`src/rtl/alu4_shift.sv`:
```
// 4-bit ALU (add/sub/mul/xor) with a left-shift, right-shift or nibble-swap modifier.
// The 8-bit result is registered, so each value appears one clock after its inputs.
module alu4_shift (
  input  logic       clk,
  input  logic       rst,
  input  logic [3:0] num1,
  input  logic [3:0] num2,
  input  logic [1:0] operationSelect,
  input  logic       shiftButton1,
  input  logic       shiftButton2,
  output logic [7:0] result
);

  localparam logic [1:0] OP_ADD = 2'b00;
  localparam logic [1:0] OP_SUB = 2'b01;
  localparam logic [1:0] OP_MUL = 2'b10;
  localparam logic [1:0] OP_XOR = 2'b11;

  logic [7:0] a_ext;
  logic [7:0] b_ext;
  logic [7:0] raw_next;
  logic [7:0] shl_next;
  logic [7:0] shr_next;
  logic [7:0] swap_next;
  logic [7:0] result_next;
  logic [7:0] result_reg;

  assign a_ext = {4'b0000, num1};
  assign b_ext = {4'b0000, num2};

  // Zero-extending before the arithmetic makes SUB wrap in 8-bit two's complement.
  always_comb begin
    raw_next = 8'h00;
    unique case (operationSelect)
      OP_ADD:  raw_next = a_ext + b_ext;
      OP_SUB:  raw_next = a_ext - b_ext;
      OP_MUL:  raw_next = a_ext * b_ext;
      OP_XOR:  raw_next = {4'b0000, num1 ^ num2};
      default: raw_next = 8'h00;
    endcase
  end

  // Right shift is logical even for negative SUB results.
  genvar gi;
  generate
    for (gi = 0; gi < 8; gi++) begin : g_shift
      if (gi == 0) begin : g_shl_lsb
        assign shl_next[gi] = 1'b0;
      end else begin : g_shl_bit
        assign shl_next[gi] = raw_next[gi-1];
      end
      if (gi == 7) begin : g_shr_msb
        assign shr_next[gi] = 1'b0;
      end else begin : g_shr_bit
        assign shr_next[gi] = raw_next[gi+1];
      end
      assign swap_next[gi] = raw_next[(gi + 4) % 8];
    end
  endgenerate

  always_comb begin
    result_next = raw_next;
    unique case ({shiftButton1, shiftButton2})
      2'b00:   result_next = raw_next;
      2'b10:   result_next = shl_next;
      2'b01:   result_next = shr_next;
      2'b11:   result_next = swap_next;
      default: result_next = raw_next;
    endcase
  end

  always_ff @(posedge clk or posedge rst) begin
    if (rst) begin
      result_reg <= 8'h00;
    end else begin
      result_reg <= result_next;
    end
  end

  assign result = result_reg;

endmodule

```
`config.mk`:
```
export PLATFORM = sky130hd
export DESIGN_NAME = alu4_shift
export DESIGN_NICKNAME = d
export VERILOG_FILES = /design/src/rtl/alu4_shift.sv
export SDC_FILE = /design/constraint.sdc
export NUM_CORES = 1
export LEC_CHECK = 0
export CAP_MARGIN = 20
export CORE_MARGIN = 1
export CORE_UTILIZATION = 49
export CTS_BUF_LIST = sky130_fd_sc_hd__clkbuf_4 sky130_fd_sc_hd__clkbuf_8 sky130_fd_sc_hd__clkbuf_16
export DETAILED_ROUTE_END_ITERATION = 10
export PLACE_DENSITY_LB_ADDON = 0.12
export SLEW_MARGIN = 20
export SYNTH_ARGS = -nofsm -noshare
export SYNTH_HDL_FRONTEND = slang
export SYNTH_SLANG_ARGS = --single-unit
```
`constraint.sdc`:
```
create_clock -name clk -period 0.8 [get_ports clk]
set_input_delay 0.12 -clock clk [delete_from_list [all_inputs] [get_ports clk]]
set_output_delay 0.12 -clock clk [all_outputs]
set_load 0.02 [all_outputs]
```
==> results of run 1 <==
-- cells in the mapped netlist (4+ instances only) --
master    count  area share [%]
a21oi_1      11             3.9
and2_1        8             3.6
dfrtp_1       8              14
fa_1          6             8.6
ha_1         20              18
inv_1        16             4.3
nand2_1       4             1.1
nand2b_1      4             1.8
nor2_1        9             2.4
o21ai_0       7             2.5
-- layout make-up --
cell class | instances | area [sq um]
multi-input combinational | 127 | 1250
fill | 183 | 614
timing repair buffer | 64 | 548
sequential | 8 | 200
inverter | 17 | 63.8
tap | 31 | 38.8
clock buffer | 3 | 22.5
-- logic make-up (layout without fill, tap and decap cells) --
kind of cell / count (synthesis) / after routing / share of synthesized area [%]
and+or+nand+nor: 55 / 55 / 24.7
AOI/OAI and AO/OA: 39 / 39 / 19.9
adders and majority gates: 26 / 26 / 26.4
buffers and inverters: 24 / 84 / 8.04
DFF: 8 / 8 / 14.3
muxes: 5 / 5 / 5.36
xor gates and xnor gates: 2 / 2 / 1.25
-- worst max-delay path: stages --
cell,delay [ns]
buf_8,0.09
nand2_8,0.04
fa_1,0.54
inv_1,0.05
fa_1,0.48
ha_1,0.31
a211o_1,0.31
a21oi_1,0.23
o31ai_4,0.12
mux4_2,0.47
-- metrics by stage --
stage / TNS [ns] / total power, mW / util (%) / area (sq um) / hold WS (ns)
6_report: -14.72 / 2.32 / 77.5 / 2120 / 0.105
5_1_grt: -15.55 / 2.48 / 77.5 / 2120 / 0.142
2_1_floorplan: -14.06 / 1.30 / - / 1480 / -0.0643
3_3_place_gp: -22.02 / 1.82 / 72.6 / 1980 / 0.373
3_5_place_dp: -22.75 / 1.88 / 72.6 / 1980 / 0.399
4_1_cts: -15.10 / 2.29 / 76.3 / 2090 / 0.129
-- layer usage --
metal / track usage (%) / share of wire [%] / up-vias
met1: 25.4 / 36 / 681
li1: - / - / 690
met2: 52.7 / 58 / 50
met4: 6.79 / 2.1 / 0
met3: 2.34 / 3.6 / 10
met5: 0 / 0 / -
-- what timing repair did --
action / CTS / global route
setup buffers: 2 / 0
gates resized for setup: 95 / 8
pin swaps: 20 / 4
endpoints found under the setup margin: 16 / 16
-- final timing paths --
kind | startpoint | endpoint | slack, ns | cells after the start
min | rst | result[7] | 0.10 | 2
max in group asynchronous | rst | result[6] | 0.47 | 2
max | num1[2] | result[5] | -1.84 | 10
min in group clk | shiftButton1 | result[2] | 0.64 | 4
-- power by group --
part | switching (mW) | internal (mW) | leakage, nW | total, mW
Combinational | 0.740 | 0.791 | 0.885 | 1.53
Clock | 0.126 | 0.171 | 0.0138 | 0.297
Sequential | 0.0267 | 0.465 | 0.0976 | 0.491
Total | 0.893 | 1.43 | 0.997 | 2.32
==> impl_metrics.env, run 1 <==
export IMPL_cts_buffers=3
export IMPL_leakage_nw=0.997
export IMPL_vias=1431
export IMPL_setup_ws_ns=-1.84
export IMPL_layout_common_cells="buf_4 (42), ha_1 (16), inv_1 (13), buf_6 (11)"
export IMPL_dp_cells=245
export IMPL_status="finished, violations left"
export IMPL_hold_buffers=0
export IMPL_die_x_um=55.5
export IMPL_worstPathRequired_ns=0.92
export IMPL_irDropWorstVdd_uv=948
export IMPL_fin_nets=261
export IMPL_start_kind="input port"
export IMPL_place_congestion=0.884
export IMPL_fin_crit_sh_pct=330
export IMPL_synth_seq_area_share_pct=14.3
export IMPL_avgViaCountPerCell=5.72
export IMPL_cp_arrival_ns=2.76
export IMPL_io_pins=22
export IMPL_synthCells=159
export IMPL_clk_path_buf_depth=2
export IMPL_drive_above_1_share_pct=44.7
export IMPL_maxSlewViolCount=0
export IMPL_grt_pass1_vias=1521
export IMPL_synth_edff_count=0
export IMPL_violations="setup timing"
export IMPL_grt_max_degree=14
export IMPL_crit_path_max_fanout=4
export IMPL_wl_mm=3.75
export IMPL_grt_remaining_overflow=0
export IMPL_cts_root_buf="clkbuf_4"
export IMPL_slew_headroom_pct=69.9
export IMPL_setup_viol=16
export IMPL_io_buffers=21
export IMPL_ys_ff_latch=8
export IMPL_instances_no_fill=250
export IMPL_final_common_cell="buf_4"
export IMPL_synthesis_area_sq_um=1400
export IMPL_postRouteAntennaNets=0
export IMPL_drcViolationCount=0
export IMPL_htreeDepth=1
export IMPL_start_util_pct=51.3
export IMPL_cts_sinks=8
export IMPL_grt_pass1_wl_mm=6.26
export IMPL_dieHeight_um=55.5
export IMPL_fmax_ghz=0.378
export IMPL_path_clk_slew_ns=0.05
export IMPL_cts_tree="built"
export IMPL_die_area_sq_um=3080
export IMPL_antenna_found_initial=0
export IMPL_grt_use_total_pct=25.1
export IMPL_rsz0062_at_grt="true"
export IMPL_cap_violations=0
export IMPL_async_reset_ff_share_pct=100
export IMPL_fp_coreArea_sq_um=2730
export IMPL_avgRoutedWirePerCell_um=15.0
export IMPL_synth_cell_types=54
export IMPL_critPathCaptureType="flop"
export IMPL_syn_avg_cell_area_sq_um=8.81
export IMPL_antenna_cells=0
export IMPL_rows=19
export IMPL_post_place_ws_ns=-2.72
export IMPL_crit_type="in2reg"
export IMPL_cellPowerDensity_nw_per_um2=1090
export IMPL_synth_main_ff_cell="dfrtp_1"
export IMPL_hold_class="in2async"
export IMPL_dp_hpwl_mm=3.14
export IMPL_tightest_slew_ns=0.450
export IMPL_first_pass_iters=4
export IMPL_drt_initial_drc_count=39
export IMPL_syn_to_final_growth_pct=51.2
export IMPL_syn_nets=199
export IMPL_yosys_warnings=0
export IMPL_min_period_ns=2.64
export IMPL_finalHoldViolCount=0
export IMPL_largest_reg_flops=8
(Power assumes the default switching activity.)
==> run 2, diff against run 1 <==
--- a/config.mk
+++ b/config.mk
@@ -10,6 +10,7 @@
 export CORE_UTILIZATION = 49
 export CTS_BUF_LIST = sky130_fd_sc_hd__clkbuf_4 sky130_fd_sc_hd__clkbuf_8 sky130_fd_sc_hd__clkbuf_16
 export DETAILED_ROUTE_END_ITERATION = 10
+export MAX_ROUTING_LAYER = met4
 export PLACE_DENSITY_LB_ADDON = 0.12
 export SLEW_MARGIN = 20
 export SYNTH_ARGS = -nofsm -noshare
==> constraint.sdc (replaced) <==
create_clock -name clk -period 0.8 [get_ports clk]
set_input_delay 0.16 -clock clk [delete_from_list [all_inputs] [get_ports clk]]
set_output_delay 0.16 -clock clk [all_outputs]
set_load 0.02 [all_outputs]
==> results of run 2 <==
The final DEF is identical to that of run 1. Status: finished, violations left: setup timing.
Among the figures that moved: final weighted congestion in routability-driven placement 0.884 -> 0.899; setup slack after placement -2.72 ns -> -2.76 ns; overall routing resource usage 25.1% -> 25.8%; setup slack after layout -1.84 ns -> -1.88 ns; setup TNS -14.72 ns -> -15.36 ns; hold slack 0.105 ns -> 0.145 ns
